**src/rtl/io_irq_source_if.sv**
```systemverilog
// Device-side interrupt/IO bundle between io_irq_source, its byte producer and the core.
// The slave modport is the peripheral; the master modport is the producer plus core side.
interface io_irq_source_if #(
  parameter int unsigned DEPTH = 4
) ();
  localparam int unsigned CW = $clog2(DEPTH + 1);

  logic [7:0]    src_data;
  logic          src_valid;
  logic          src_ready;
  logic          clr_ovf;
  logic          intr;
  logic [7:0]    ioin;
  logic          ioread;
  logic          overflow;
  logic [CW-1:0] count;

  modport slave (
    input  src_data, src_valid, clr_ovf, ioread,
    output src_ready, intr, ioin, overflow, count
  );

  modport master (
    output src_data, src_valid, clr_ovf, ioread,
    input  src_ready, intr, ioin, overflow, count
  );
endinterface

```
**src/rtl/io_irq_source.sv**
```systemverilog
// Interrupt-driven input peripheral: FIFO-buffers producer bytes and raises intr while data is pending.
// The head byte is shown on ioin and popped by the core's ioread strobe.
module io_irq_source #(
  parameter int unsigned DEPTH   = 4,
  parameter int unsigned IRQ_GAP = 2
) (
  input  logic            clock,
  input  logic            reset,
  io_irq_source_if.slave  bus
);
  localparam int unsigned AW = $clog2(DEPTH);
  localparam int unsigned CW = $clog2(DEPTH + 1);
  localparam int unsigned HW = (IRQ_GAP < 1) ? 1 : $clog2(IRQ_GAP + 1);

  logic [7:0]    mem [DEPTH];
  logic [AW-1:0] rd_ptr;
  logic [AW-1:0] wr_ptr;
  logic [CW-1:0] count_q;
  logic          ovf_q;
  logic [HW-1:0] hold_q;

  logic full;
  logic empty;
  logic push;
  logic pop;
  logic drop;

  // Handshake decode uses registered state only, so ioread never reaches src_ready.
  assign full  = (count_q == CW'(DEPTH));
  assign empty = (count_q == '0);
  assign push  = bus.src_valid && !full;
  assign drop  = bus.src_valid && full;
  assign pop   = bus.ioread && !empty;

  always_ff @(posedge clock or negedge reset) begin
    if (!reset) begin
      rd_ptr  <= '0;
      wr_ptr  <= '0;
      count_q <= '0;
      ovf_q   <= 1'b0;
      hold_q  <= '0;
    end else begin
      if (push) wr_ptr <= wr_ptr + AW'(1);
      if (pop)  rd_ptr <= rd_ptr + AW'(1);

      case ({push, pop})
        2'b10:   count_q <= count_q + CW'(1);
        2'b01:   count_q <= count_q - CW'(1);
        default: count_q <= count_q;
      endcase

      // A drop in the same cycle as clr_ovf keeps the flag set.
      if (drop)             ovf_q <= 1'b1;
      else if (bus.clr_ovf) ovf_q <= 1'b0;

      // Each pop restarts the holdoff so the ISR can return before intr reasserts.
      if (pop)                hold_q <= HW'(IRQ_GAP);
      else if (hold_q != '0)  hold_q <= hold_q - HW'(1);
    end
  end

  // Storage needs no reset: ioin is masked to zero whenever the FIFO is empty.
  always_ff @(posedge clock) begin
    if (push) mem[wr_ptr] <= bus.src_data;
  end

  assign bus.src_ready = !full;
  assign bus.ioin      = empty ? 8'h00 : mem[rd_ptr];
  assign bus.intr      = !empty && (hold_q == '0);
  assign bus.overflow  = ovf_q;
  assign bus.count     = count_q;
endmodule

```
**src/flat_wrapper.sv**
```systemverilog
// flat-port wrapper written by rule: the top's interface ports become plain ports
module io_irq_source_flat 
#(
  parameter int unsigned DEPTH   = 4,
  parameter int unsigned IRQ_GAP = 2
)
  (clock, reset, bus_src_data, bus_src_valid, bus_clr_ovf, bus_ioread, bus_src_ready, bus_intr, bus_ioin, bus_overflow, bus_count);
  io_irq_source_if #(.DEPTH(DEPTH)) bus_i ();
  input  logic clock;
  input  logic reset;
  input wire logic [$bits(bus_i.src_data)-1:0] bus_src_data;
  input wire logic [$bits(bus_i.src_valid)-1:0] bus_src_valid;
  input wire logic [$bits(bus_i.clr_ovf)-1:0] bus_clr_ovf;
  input wire logic [$bits(bus_i.ioread)-1:0] bus_ioread;
  output wire logic [$bits(bus_i.src_ready)-1:0] bus_src_ready;
  output wire logic [$bits(bus_i.intr)-1:0] bus_intr;
  output wire logic [$bits(bus_i.ioin)-1:0] bus_ioin;
  output wire logic [$bits(bus_i.overflow)-1:0] bus_overflow;
  output wire logic [$bits(bus_i.count)-1:0] bus_count;
  assign bus_i.src_data = bus_src_data;
  assign bus_i.src_valid = bus_src_valid;
  assign bus_i.clr_ovf = bus_clr_ovf;
  assign bus_i.ioread = bus_ioread;
  assign bus_src_ready = bus_i.src_ready;
  assign bus_intr = bus_i.intr;
  assign bus_ioin = bus_i.ioin;
  assign bus_overflow = bus_i.overflow;
  assign bus_count = bus_i.count;
  io_irq_source #(.DEPTH(DEPTH), .IRQ_GAP(IRQ_GAP)) u_core (.clock(clock), .reset(reset), .bus(bus_i));
endmodule
```
**config.mk**
```make
export PLATFORM = sky130hd
export DESIGN_NAME = io_irq_source_flat
export DESIGN_NICKNAME = d
export VERILOG_FILES = /design/src/rtl/io_irq_source_if.sv /design/src/rtl/io_irq_source.sv /design/src/flat_wrapper.sv
export SDC_FILE = /design/constraint.sdc
export NUM_CORES = 1
export LEC_CHECK = 0
export BUFFER_PORTS_ARGS = -buffer_cell sky130_fd_sc_hd__buf_2
export CAP_MARGIN = 20
export CORE_MARGIN = 5
export CORE_UTILIZATION = 44
export CTS_BUF_LIST = sky130_fd_sc_hd__clkbuf_16
export DETAILED_ROUTE_END_ITERATION = 7
export PLACE_DENSITY = 0.6
export SKIP_LAST_GASP = 1
export SLEW_MARGIN = 10
export SYNTH_ARGS = -nofsm -noshare
export SYNTH_HDL_FRONTEND = slang
export SYNTH_SLANG_ARGS = --single-unit
```
**constraint.sdc**
```tcl
create_clock -name clock -period 2.75 [get_ports clock]
set_clock_uncertainty 0.15 [all_clocks]
set_input_delay 0.1375 -clock clock [delete_from_list [all_inputs] [get_ports clock]]
set_output_delay 0.1375 -clock clock [all_outputs]
set_load 0.01 [all_outputs]
```
Word-level counts from Yosys, hierarchy flattened
Memories as Yosys holds them, arrays and structs flattened.
Index checks and enable logic that the tools add are counted.

cells by class
  equality and inequality tests = 3
  bitwise operators = 0
  muxes and demuxes = 8
  div/mod/pow operators = 0
  reduce and logical (&&, ||, !) cells = 12
  order comparisons = 0
  shift-type cells = 0
  add/subtract/negate cells = 5
  $mul = 0

operators with widths
  kind                                               count
  two-way mux 8 bit                                  1
  nonzero test 2 bit                                 4
  case mux 3 bit (2 select lines)                    1
  adder 2 x 1 -> 2 bit (second input constant)       2
  logical AND 1 bit                                  4
  two-way mux 1 bit                                  4
  two-way mux 2 bit                                  2
  adder 3 x 1 -> 3 bit (second input constant)       1
  == test 3 bit (second input constant)              1
  logical NOT 3 bit                                  1
  subtractor 3 x 1 -> 3 bit (second input constant)  1
  == test 2 x 1 -> 1 bit (second input constant)     1
  == test 2 bit (second input constant)              1
  logical NOT 1 bit                                  2
  logical NOT 2 bit                                  1
  subtractor 2 x 1 -> 2 bit (second input constant)  1

storage, ports and cells
  logic and storage cells = 34
  bits in latches = 0
  input bits = 13
  memories kept = 1
  bits in registers = 10
  output and inout port bits = 14
  bits in writable memories = 32
  bits in read-only memories = 0

memory list
  memory      words  bits a word  read ports  clocked after memory_dff  wr ports  line                 RTL
  u_core.mem  4      8            1           0                         1         io_irq_source.sv:15  logic [7:0] mem [DEPTH];

Longest topological paths before layout
  word-level depth = 5
  gate-level depth with buffers = 9
  depth with buffers taken out = 9

Least setup slack after synthesis
OpenSTA, ideal clock, no wires.

  path kind = reg2reg
  from = reg u_core.count_q[1] (netlist: u_core.bus.count[1])
  to = reg u_core.count_q[2] (netlist: u_core.bus.count[2])
  library setup time = 0.079 ns
  arrival = 1.850 ns
  clock period less this slack = 2.079 ns
  buffers on the path = 0
  path slack = 0.671 ns
  cell stages (with the launch flop) = 10
  data required time = 2.521 ns
  cells stage by stage = dfrtp_1 > nor3b_2 > nor2b_4 > inv_2 > ha_1 > inv_1 > fa_1 > xor2_1 > nor2_1 > xor2_1

between the ends
  longest elaborated chain between the ends = 5
  elaborated cells between the ends (all ways) = 12
  classes of those cells = add/sub (2); eq/ne (3); mux (1); reduce/logical (6)

RTL lines
  element                                                                       line                                      RTL
  start, declared                                                               io_irq_source.sv:18                       logic [CW-1:0] count_q;
  start signal, assigned                                                        io_irq_source.sv:47                       2'b10: count_q <= count_q + CW'(1);
  start signal, assigned                                                        io_irq_source.sv:48                       2'b01: count_q <= count_q - CW'(1);
  start signal, assigned                                                        io_irq_source.sv:49                       default: count_q <= count_q;
  == test 3 bit / logical NOT 3 bit (equally long branches)                     io_irq_source.sv:29, io_irq_source.sv:30
  logical NOT 1 bit (on tied branches)                                          io_irq_source.sv:31, io_irq_source.sv:33
  logical AND 1 bit (on tied branches)                                          io_irq_source.sv:31, io_irq_source.sv:33
  == test 2 x 1 -> 1 bit / == test 2 bit (equally long branches)                io_irq_source.sv:46                       case ({push, pop})
  case mux 3 bit (2 select lines) / nonzero test 2 bit (equally long branches)  n/a

Parallel ways exist; a longest one is shown, timed or not.
A chain may end at the register's enable or synchronous reset.

Final worst setup path
  from = reg u_core.rd_ptr[0]
  to = out bus_ioin[3]

between the ends
  longest elaborated chain between the ends = 2

RTL lines
  element                  line                 RTL
  start, declared          io_irq_source.sv:16  logic [AW-1:0] rd_ptr;
  start signal, assigned   io_irq_source.sv:44  if (pop) rd_ptr <= rd_ptr + AW'(1);
  memory read (4 x 8 bit)  n/a
  two-way mux 8 bit        io_irq_source.sv:68  assign bus.ioin = empty ? 8'h00 : mem[rd_ptr];
  end, declared            flat_wrapper.sv:17   output wire logic [$bits(bus_i.ioin)-1:0] bus_ioin;

Every way passes these cells.

==> summary.txt <==
Pwr
  – Pwr/cell area: 1110 nW/um2
  – Static Leak: 0.906 nW
  – Overall Power: 2.49 mW
  – Peak supply drop: 0.000593 V

Die
  – Die height: 73.7 um
  – Initial Util: 0.450
  – IO Count: 27
  – # rows: 23
  – Die W: between 70 and 80 um
  – Die Area: 5440 um2
  – Core Footprint: 3970 um2

Logic synthesis
  – Seq cells post-synth: 42
  – Fraction of registers with async set/reset: 0.238
  – Mapped Area: about 1800 um2
  – Yosys warns: 0
  – Mean post-synth cell area: roughly 17 um2
  – Synth Instances: just over 100
  – Synth Net Count: 123
  – Sequential share of the synthesized area: 0.677
  – Unique masters post-synth: 24
  – EDFF count, synth: 32
  – Top_reg_cell synth: edfxtp_1

Placement
  – Inst Count DP: approximately 180
  – Final HPWL DP: 2.07 mm
  – Number of port buffers: 26
  – Final RePlAce weighted congestion: 0.787
  – Post-DP Area: ~2000 um2

GRT
  – Total grt overflow: 0
  – Number of global-route vias before repair: 1023
  – Largest net degree at the start of global routing: 15
  – Global-route usage over all layers: 0.128
  – Initial antenna violation count: 0
  – First-pass GRT wire length: about 5.0 mm

Final layout
  – Layout cells sized above 1: 0.320
  – Finished Layout Cells: 197
  – Fill count: 339
  – Ant. Diodes: 0
  – Commonest cells after routing, fill and taps aside: edfxtp_1, buf_2, dlygate4sd3_1
  – Nets: about 170
  – Area of the multi-input gates: 523 um2
  – Register area: approximately 1200 um2
  – Final instance area: roughly 2300 um2
  – Area Growth Syn to Fin: 26.0%
  – Commonest non-fill, non-tap cell in the layout: edfxtp_1

Hold path
  – Worst hold path class: in -> async

STA
  – Slew at the pin closest to its max-slew limit: 0.636 ns
  – Worst slew margin: 0.572
  – Slew Limit Fails: 0
  – Hold slack: 0.113 ns
  – Fin. Hold Viols: 0
  – Fmax: ~460 MHz
  – Final setup TNS: 0 ns
  – RSZ-0062 raised after global routing: no
  – Final Setup Violations: 0
  – Minimum clock period: 2.18 ns
  – Period utilization: 0.794

Clock network
  – CTS clk-pin slew, worst paths: 0.06 ns
  – Hold buffer count at cts: 11
  – Clock latency on the worst-skew pair: 0.28 ns
  – Max Buffers Root-to-Sink: 2
  – H-tree lvl count: 2
  – # clock sinks: 42
  – TritonCTS Buffers: 5
  – Cts repair resizes: 0
  – Root buffer cell: clkbuf_16
  – CTS tree: done
  – Post-CTS setup buffer count: 0

Worst setup path
  – CP max stage delay: 0.73 ns
  – Crit. End Element: output port
  – Critical Path AT: 1.90 ns
  – CP Data Required Time: 2.46 ns
  – Critical path type: reg -> out
  – Crit path max-delay cell type: dfrtp_1
  – Startpoint Class: flip-flop
  – Cells along the critical path: mux4_2 > and2b_1 > buf_2
  – CP max FO: 10

Route
  – Drt drc: 0
  – Drt total wl: 2.98 mm
  – Vias: a little under 1000
  – Drt initial violations: 61
  – Antenna-violating nets left: 0
  – DR pass1 iterations: 4
  – DR vias/cell: 4.93
  – Routed WL per cell: 15.1 um

Run status
  – Status: completed

Flow run
  – MaxCap Viol Count: 0
-- worst max-delay path: cells and delay by family, from the launching register on --
kind / cells / cell delay, ns
buffers and inverters: 1 / 0.14
muxes: 1 / 0.57
DFF: 1 / 0.73
and+or+nand+nor: 1 / 0.18
-- cell type report --
| type | instances | share of cell area |
|---|---|---|
| clock inverters | 3 | 0.0200 |
| multi-input cells | 49 | 0.232 |
| clock buffers | 5 | 0.0556 |
| flip-flops and latches | 42 | 0.538 |
| well taps | 50 | 0.0278 |
| repair buffers | 38 | 0.110 |
| inverters | 10 | 0.0167 |
-- cells in the mapped netlist (2+ instances only) --
library cell	n	area share
and2_1	4	0.014
and2b_1	7	0.029
dfrtp_1	10	0.14
edfxtp_1	32	0.54
ha_1	6	0.042
inv_1	9	0.019
mux4_2	8	0.10
nand2_1	3	0.0063
nor2_1	3	0.0063
nor2b_1	2	0.0070
xnor2_1	3	0.015
xor2_1	4	0.020
-- stage by stage --
step | utilization | setup WS [ns]
6_report | 0.567 | 0.567
5_1_grt | 0.567 | 0.431
4_1_cts | 0.567 | 0.501
3_5_place_dp | 0.497 | 0.606
3_3_place_gp | 0.497 | 0.654
2_1_floorplan | - | 0.671
-- kinds of logic after synthesis --
logic type                 after synthesis  share of synthesized area
AOI/OAI and AO/OA                        4                     0.0154
xor gates and xnor gates                 7                     0.0343
adders and majority gates                7                     0.0532
buffers and inverters                   12                     0.0301
DFF                                     42                      0.677
muxes                                    9                      0.109
and+or+nand+nor                         22                     0.0805
-- sequential cells by signal, summed over array words and instances, names as in the netlist --
register / count
u_core.bus.overflow: 1
u_core.rd_ptr: 2
u_core.mem: 32
u_core.wr_ptr: 2
u_core.hold_q: 2
u_core.bus.count: 3
-- routing by layer --
layer / vias to the layer above / track usage / wire, um
li1: 453 / - / -
met1: 494 / 0.153 / 1180
met2: 19 / 0.210 / 1600
met3: 6 / 0.0534 / 156
met4: 0 / 0.0423 / 41
met5: - / 0 / 0
-- power breakdown --
| group | total (mW) | leakage, nW | switching [mW] | internal [mW] |
|---|---|---|---|---|
| Sequential | 1.01 | 0.412 | 0.149 | 0.866 |
| Clock | 0.655 | 0.0760 | 0.228 | 0.427 |
| Combinational | 0.825 | 0.418 | 0.383 | 0.442 |
| Total | 2.49 | 0.906 | 0.759 | 1.74 |
-- final timing paths --
| kind | from | end | slack, ns | cells after the start |
|---|---|---|---|---|
| worst max-delay path | u_core.rd_ptr[0] | bus_ioin[3] | 0.57 | 3 |
| worst min-delay path | reset | u_core.hold_q[0] | 0.11 | 2 |
| worst max register to register | u_core.bus.count[1] | u_core.bus.count[2] | 0.62 | 9 |
| worst min register to register | u_core.hold_q[1] | u_core.hold_q[1] | 0.36 | 1 |
| max in group asynchronous | reset | u_core.rd_ptr[1] | 2.15 | 2 |
| min in group clock | bus_src_valid | u_core.wr_ptr[0] | 0.12 | 3 |
(Power assumes the default switching activity.)
